[src/rtl/stack_cpu_pkg.sv]
// Shared encodings for the multicycle stack CPU: instruction fields, fault codes, FSM states.
package stack_cpu_pkg;

  localparam logic [1:0] TypePush = 2'b00;
  localparam logic [1:0] TypeAlu  = 2'b01;
  localparam logic [1:0] TypeJump = 2'b10;
  localparam logic [1:0] TypeMisc = 2'b11;

  localparam logic [3:0] AluAdd = 4'd0;
  localparam logic [3:0] AluSub = 4'd1;
  localparam logic [3:0] AluAnd = 4'd2;
  localparam logic [3:0] AluOr  = 4'd3;
  localparam logic [3:0] AluXor = 4'd4;
  localparam logic [3:0] AluAdc = 4'd5;
  localparam logic [3:0] AluNot = 4'd6;
  localparam logic [3:0] AluShl = 4'd7;
  localparam logic [3:0] AluShr = 4'd8;

  localparam logic [2:0] JmpAlways  = 3'd0;
  localparam logic [2:0] JmpZero    = 3'd1;
  localparam logic [2:0] JmpNonZero = 3'd2;
  localparam logic [2:0] JmpNeg     = 3'd3;
  localparam logic [2:0] JmpCarry   = 3'd4;

  localparam logic [3:0] MiscNop  = 4'd0;
  localparam logic [3:0] MiscDup  = 4'd1;
  localparam logic [3:0] MiscDrop = 4'd2;
  localparam logic [3:0] MiscSwap = 4'd3;
  localparam logic [3:0] MiscHalt = 4'd4;

  localparam logic [1:0] FaultNone      = 2'd0;
  localparam logic [1:0] FaultOverflow  = 2'd1;
  localparam logic [1:0] FaultUnderflow = 2'd2;
  localparam logic [1:0] FaultIllegal   = 2'd3;

  typedef enum logic [1:0] {StFetch, StExec, StHalt, StFault} state_e;

endpackage

[src/rtl/datastack.sv]
// Shift-register data stack: entry 0 is the top, so top/next are fixed taps.
// Limits are not checked here; the caller only issues legal operations.
module datastack #(
  parameter int unsigned WIDTH = 16,
  parameter int unsigned DEPTH = 16,
  localparam int unsigned CntW = $clog2(DEPTH + 1)
) (
  input  logic             clk,
  input  logic             rst_n,
  input  logic             push,
  input  logic             pop,
  input  logic             replace,
  input  logic             swap,
  input  logic [WIDTH-1:0] wdata,
  output logic [WIDTH-1:0] top,
  output logic [WIDTH-1:0] next_word,
  output logic [CntW-1:0]  count
);

  logic [WIDTH-1:0] mem_q [DEPTH];
  logic [CntW-1:0]  count_q;

  // pop together with replace is the binary-op form: drop one, overwrite the new top
  always_ff @(posedge clk or negedge rst_n) begin
    if (!rst_n) begin
      for (int i = 0; i < DEPTH; i++) mem_q[i] <= '0;
      count_q <= '0;
    end else if (push) begin
      mem_q[0] <= wdata;
      for (int i = 1; i < DEPTH; i++) mem_q[i] <= mem_q[i-1];
      count_q <= count_q + 1'b1;
    end else if (pop) begin
      mem_q[0] <= replace ? wdata : mem_q[1];
      for (int i = 1; i < DEPTH - 1; i++) mem_q[i] <= mem_q[i+1];
      mem_q[DEPTH-1] <= '0;
      count_q <= count_q - 1'b1;
    end else if (replace) begin
      mem_q[0] <= wdata;
    end else if (swap) begin
      mem_q[0] <= mem_q[1];
      mem_q[1] <= mem_q[0];
    end
  end

  assign top       = mem_q[0];
  assign next_word = mem_q[1];
  assign count     = count_q;

endmodule

[src/rtl/stack_cpu_core.sv]
// Multicycle stack CPU: FETCH over a valid/req handshake, one-cycle EXEC, terminal HALT/FAULT.
module stack_cpu_core
  import stack_cpu_pkg::*;
#(
  parameter int unsigned WIDTH  = 16,
  parameter int unsigned DEPTH  = 16,
  parameter int unsigned ADDR_W = 16,
  localparam int unsigned CntW = $clog2(DEPTH + 1)
) (
  input  logic              i_clock,
  input  logic              i_rst_n,
  output logic [ADDR_W-1:0] o_imem_addr,
  output logic              o_imem_req,
  input  logic              i_imem_valid,
  input  logic [WIDTH+1:0]  i_imem_data,
  output logic              o_halted,
  output logic              o_fault,
  output logic [1:0]        o_fault_code,
  output logic [WIDTH-1:0]  o_top,
  output logic [CntW-1:0]   o_depth,
  output logic              o_carry
);

  state_e            state_q;
  logic [ADDR_W-1:0] pc_q;
  logic [WIDTH+1:0]  instr_q;
  logic              carry_q, req_q, halted_q, fault_q;
  logic [1:0]        code_q;

  logic [WIDTH-1:0]  tos, nos, field, alu_res, wdata;
  logic [CntW-1:0]   depth;
  logic [1:0]        typ, need, fault_code;
  logic [3:0]        op;
  logic [2:0]        cond;
  logic              grow, illegal, taken, alu_carry, is_halt, exec_ok;
  logic              push_raw, pop_raw, repl_raw, swap_raw;
  logic [ADDR_W-1:0] pc_d;

  always_comb begin
    typ       = instr_q[WIDTH+1:WIDTH];
    field     = instr_q[WIDTH-1:0];
    op        = field[3:0];
    cond      = field[2:0];
    need      = 2'd0;
    grow      = 1'b0;
    illegal   = 1'b0;
    taken     = 1'b0;
    is_halt   = 1'b0;
    alu_res   = tos;
    alu_carry = carry_q;
    push_raw  = 1'b0;
    pop_raw   = 1'b0;
    repl_raw  = 1'b0;
    swap_raw  = 1'b0;
    wdata     = field;
    unique case (typ)
      TypePush: begin
        grow     = 1'b1;
        push_raw = 1'b1;
      end
      TypeAlu: begin
        wdata = alu_res;
        case (op)
          AluAdd: {alu_carry, alu_res} = {1'b0, nos} + {1'b0, tos};
          // carry out of a + ~b + 1 is the "no borrow" flag
          AluSub: {alu_carry, alu_res} = {1'b0, nos} + {1'b0, ~tos} + (WIDTH+1)'(1);
          AluAnd: alu_res = nos & tos;
          AluOr:  alu_res = nos | tos;
          AluXor: alu_res = nos ^ tos;
          AluAdc: {alu_carry, alu_res} = {1'b0, nos} + {1'b0, tos} + (WIDTH+1)'(carry_q);
          AluNot: alu_res = ~tos;
          AluShl: {alu_carry, alu_res} = {tos, 1'b0};
          AluShr: {alu_res, alu_carry} = {1'b0, tos};
          default: illegal = 1'b1;
        endcase
        wdata = alu_res;
        if (op <= AluAdc) begin
          need     = 2'd2;
          pop_raw  = 1'b1;
          repl_raw = 1'b1;
        end else if (op <= AluShr) begin
          need     = 2'd1;
          repl_raw = 1'b1;
        end
      end
      TypeJump: begin
        case (cond)
          JmpAlways:  taken = 1'b1;
          JmpZero:    begin need = 2'd1; taken = (tos == '0); end
          JmpNonZero: begin need = 2'd1; taken = (tos != '0); end
          JmpNeg:     begin need = 2'd1; taken = tos[WIDTH-1]; end
          JmpCarry:   taken = carry_q;
          default:    illegal = 1'b1;
        endcase
      end
      TypeMisc: begin
        case (op)
          MiscNop:  ;
          MiscDup:  begin need = 2'd1; grow = 1'b1; push_raw = 1'b1; wdata = tos; end
          MiscDrop: begin need = 2'd1; pop_raw = 1'b1; end
          MiscSwap: begin need = 2'd2; swap_raw = 1'b1; end
          MiscHalt: is_halt = 1'b1;
          default:  illegal = 1'b1;
        endcase
      end
      default: ;
    endcase
  end

  always_comb begin
    if (illegal)                                fault_code = FaultIllegal;
    else if (CntW'(need) > depth)               fault_code = FaultUnderflow;
    else if (grow && (depth == CntW'(DEPTH)))   fault_code = FaultOverflow;
    else                                        fault_code = FaultNone;
  end

  assign exec_ok = (state_q == StExec) && (fault_code == FaultNone);
  assign pc_d    = taken ? field[WIDTH-1 -: ADDR_W] : pc_q + ADDR_W'(1);

  datastack #(
    .WIDTH (WIDTH),
    .DEPTH (DEPTH)
  ) u_stack (
    .clk       (i_clock),
    .rst_n     (i_rst_n),
    .push      (exec_ok & push_raw),
    .pop       (exec_ok & pop_raw),
    .replace   (exec_ok & repl_raw),
    .swap      (exec_ok & swap_raw),
    .wdata     (wdata),
    .top       (tos),
    .next_word (nos),
    .count     (depth)
  );

  // req_q resets low so the request drops asynchronously and reappears one cycle after release
  always_ff @(posedge i_clock or negedge i_rst_n) begin
    if (!i_rst_n) begin
      state_q  <= StFetch;
      pc_q     <= '0;
      instr_q  <= '0;
      carry_q  <= 1'b0;
      req_q    <= 1'b0;
      halted_q <= 1'b0;
      fault_q  <= 1'b0;
      code_q   <= FaultNone;
    end else begin
      unique case (state_q)
        StFetch: begin
          req_q <= 1'b1;
          if (req_q && i_imem_valid) begin
            instr_q <= i_imem_data;
            req_q   <= 1'b0;
            state_q <= StExec;
          end
        end
        StExec: begin
          if (fault_code != FaultNone) begin
            fault_q <= 1'b1;
            code_q  <= fault_code;
            state_q <= StFault;
          end else begin
            pc_q    <= pc_d;
            carry_q <= alu_carry;
            if (is_halt) begin
              halted_q <= 1'b1;
              state_q  <= StHalt;
            end else begin
              req_q   <= 1'b1;
              state_q <= StFetch;
            end
          end
        end
        default: req_q <= 1'b0;
      endcase
    end
  end

  assign o_imem_addr  = pc_q;
  assign o_imem_req   = req_q;
  assign o_halted     = halted_q;
  assign o_fault      = fault_q;
  assign o_fault_code = code_q;
  assign o_top        = tos;
  assign o_depth      = depth;
  assign o_carry      = carry_q;

endmodule

[config.mk]
export PLATFORM = sky130hd
export DESIGN_NAME = stack_cpu_core
export DESIGN_NICKNAME = d
export VERILOG_FILES = /design/src/rtl/stack_cpu_pkg.sv /design/src/rtl/datastack.sv /design/src/rtl/stack_cpu_core.sv
export SDC_FILE = /design/constraint.sdc
export NUM_CORES = 1
export LEC_CHECK = 0
export ABC_AREA = 1
export CAP_MARGIN = 15
export CELL_PAD_IN_SITES_DETAIL_PLACEMENT = 1
export CELL_PAD_IN_SITES_GLOBAL_PLACEMENT = 2
export CORE_MARGIN = 3
export CORE_UTILIZATION = 38
export DETAILED_ROUTE_END_ITERATION = 10
export MAX_ROUTING_LAYER = met4
export PLACE_DENSITY_LB_ADDON = 0.25
export SYNTH_ARGS = -nofsm -noshare
export SYNTH_HDL_FRONTEND = slang
export SYNTH_SLANG_ARGS = --single-unit
[constraint.sdc]
create_clock -name i_clock -period 5.4 [get_ports i_clock]
set_input_delay 1.62 -clock i_clock [delete_from_list [all_inputs] [get_ports i_clock]]
set_output_delay 1.62 -clock i_clock [all_outputs]
set_load 0.05 [all_outputs]
==> results.yml <==
global_routing:
  grt_pass1_wl_microns: 91800
  grt_antenna_before_repair: 0
  grt_use_total_pct: 24.6
  grt_start_max_net_pins: 130
  grt_pass1_vias: 16000
  grt_overflow_total: 0
synthesis:
  synth_ff_type: "dfrtp_1"
  synth_seq_cells: 303
  synth_simple_gate_area_share_pct: 19.5
  seq_area_frac_synth_pct: 43.9
  yosysWarningCount: 0
  synth_fa_ha_area_share_pct: 4.77
  synth_top_family_by_area: "compound AO/OA/AOI/OAI gates"
  synth_xor_area_share_pct: 0.609
  synth_edf_count: 0
  ys_types: 50
  syn_nets: 2246
  synthesis.area_sq_mm: 0.0173
  synth-compound-area-share_pct: 20.8
  synthCells: 2161
  synth-async-reset-ratio_pct: 100
  muxShareOfSynthArea_pct: 0
  syn_avg_cell_area_sq_um: 7.99
floorplan:
  ios: 64
  initial_core_util_pct: 38.8
  core_area_sq_mm: 0.0445
  fp.dieH_microns: 219
  rows: 77
  fp.dieArea_sq_mm: 0.0480
  die_w_microns: 219
detailed_routing:
  first_pass_iters: 5
  post_drt_wl_per_cell_microns: 20.6
  postRouteAntennaNets: 0
  avgViaCountPerCell: 5.65
  remaining_drc_errors: 0
  drtIter0Drc: 959
  route.vias.total: 15600
  wl_microns: 56900
placement:
  place_area_sq_mm: 0.0182
  dp_hpwl_microns: 40500
  gp_congestion: 0.968
  io_buffer_count: 63
  place_ws_ns: 0.654
clock_tree:
  cts-buffers-inserted: 36
  clk_latency_ns: 0.54
  htree_levels: 2
  ctsResizeCount: 0
  cts_buffer_depth: 3
  post_cts_buffers: 0
  cts_root_buf: "clkbuf_16"
  clock_sinks: 303
  cts_tree: "yes"
  hold_buffers: 0
  path_clk_slew_ns: 0.05
timing:
  period_needed_ns: 4.80
  clock.fmax_ghz: 0.208
  finalClockSkew_ns: 0.0250
  slew_headroom_pct: 29.9
  rsz0062_at_grt: "no"
  setup_tns_ns: 0
  fin_hold_ws_ns: 0.479
  final-hold-violation-count: 0
  post-route-period-util_pct: 88.9
  timing.final.max_slew_violations: 0
  worstMarginPinSlew_ns: 1.05
  setup_viol: 0
  setup_ws_ns: 0.598
power_and_ir_drop:
  finalPower_mw: 9.70
  clock_power_share_pct: 24.3
  sw_frac_of_total_pct: 46.5
  ir_drop_v: 0.000303
  power_density_mw_per_mm2: 500
  p_seq_share_pct: 31.4
  power_switching_mw: 4.51
  power.leakage_nw: 8.39
  power_frac_comb_pct: 44.3
  p_int_mw: 5.19
layout:
  area_delta_synth_final_pct: 12.3
  post-route-cell-area_sq_mm: 0.0194
  final_cell_mix: "nand2_1 (526), dfrtp_1 (303), inv_1 (300)"
  drive_gt1_share_pct: 4.69
  diodes: 0
  final_common_cell: "nand2_1"
  nets: 2237
hold_path:
  hp-class: "flip-flop to flip-flop"
worst_setup_path:
  startpoint_type: "flip-flop"
  path_class: "flip-flop to flip-flop"
  arrival_ns: 5.26
  cp_max_fo: 48
  crit_path_end_kind: "flip-flop"
  crit_required_ns: 5.86
status:
  status: "finished clean"
run:
  maxCapViolCount: 0
[kinds of logic (layout without fill, tap and decap cells)]
group / Yosys count / in the layout
buf+inv: 444 / 457
xor+xnor: 12 / 12
flops: 303 / 303
compound gates: 524 / 524
fa+ha+maj: 64 / 64
simple gates: 814 / 814
[path summary, 6_finish.rpt]
kind / startpoint / slack [ns] / cells past startpoint / endpoint
min in group asynchronous: i_rst_n / 1.16 / 1 / u_stack.mem_q[17]
worst max register to register: instr_q[1] / 0.60 / 22 / u_stack.count[4]
max in group asynchronous: i_rst_n / 3.20 / 2 / u_stack.mem_q[213]
worst min register to register: o_halted / 0.48 / 1 / o_halted
worst min-delay path: o_halted / 0.48 / 1 / o_halted
worst max-delay path: instr_q[1] / 0.60 / 22 / u_stack.count[4]
[critical path, cell delays in order, from the launching register on]
cell,delay [ns]
dfrtp_1,0.46
nor2_4,0.18
nand3_2,0.27
inv_2,0.26
nor2_1,0.08
nor2_1,0.10
buf_4,0.24
inv_1,0.11
o2111ai_1,0.19
nand2_1,0.09
ha_1,0.28
a21oi_1,0.06
o211ai_1,0.18
nand4_4,0.43
nor2_4,0.42
inv_6,0.20
fa_1,0.46
nand2_1,0.08
nand2_1,0.05
a21oi_1,0.16
nor2_1,0.07
a21oi_1,0.17
xor2_1,0.15
[final cells by class]
class	instances	area, sq um
inverter	310	1170
sequential	303	7580
fill	5362	25100
clock inverter	5	65.1
tap	592	741
timing repair buffer	87	853
multi-input combinational	1414	7890
clock buffer	55	1070
[Yosys cell counts (4+ instances only)]
cell	number	area, sq um
clkbuf_1	60	225
ha_1	61	763
nor2_1	118	443
a22o_1	4	35.0
o31ai_1	13	97.6
a21oi_1	79	395
xor2_1	7	61.3
buf_4	16	120
a21o_1	4	30.0
o22ai_1	56	350
nor3_1	8	40.0
o311ai_0	5	43.8
a22oi_1	27	203
o211ai_1	36	270
buf_2	56	280
nor4_1	8	50.1
a221oi_1	7	61.3
xnor2_1	5	43.8
a211oi_1	6	45.0
o32ai_1	4	35.0
o21ai_0	114	571
inv_2	8	30.0
nand2_2	5	31.3
o21ai_1	7	35.0
dfrtp_1	303	7580
a31oi_1	6	37.5
o2111ai_1	5	43.8
nand4_1	15	93.8
o221ai_1	142	1240
inv_1	300	1130
nand2_1	526	1970
nand3_1	118	591
[per-stage QoR]
step	cells	utilization (%)
after detailed placement	2706	41.0
final	2766	43.5
after floorplan	2161	-
after CTS	2766	43.5
after global placement	2706	41.0
after global routing	2766	43.5
[power by group through the flow]
stage | registers (mW) | logic, mW | clock network [mW]
after global placement | 3.07 | 4.19 | 0
after floorplan | 3.13 | 2.61 | 0
final | 3.05 | 4.29 | 2.36
after global routing | 3.08 | 4.72 | 2.54
after detailed placement | 3.08 | 4.24 | 0
after CTS | 3.04 | 4.26 | 2.43
[flip-flops by register name, summed over array words and instances (netlist names)]
signal             flops
instr_q               18
o_carry                1
o_fault                1
o_fault_code           2
o_halted               1
o_imem_addr           16
o_imem_req             1
state_q                2
u_stack.count          5
u_stack.mem_q        224
u_stack.next_word     16
u_stack.top           16
[layer usage]
| layer | GRT usage (%) | vias up | routed length, microns |
|---|---|---|---|
| li1 | - | 7330 | - |
| met1 | 33.1 | 7956 | 26500 |
| met2 | 39.2 | 255 | 27000 |
| met3 | 2.98 | 88 | 1940 |
| met4 | 7.11 | 0 | 1530 |
| met5 | - | - | 0 |
No activity file was read; power rests on OpenSTA's default activity.
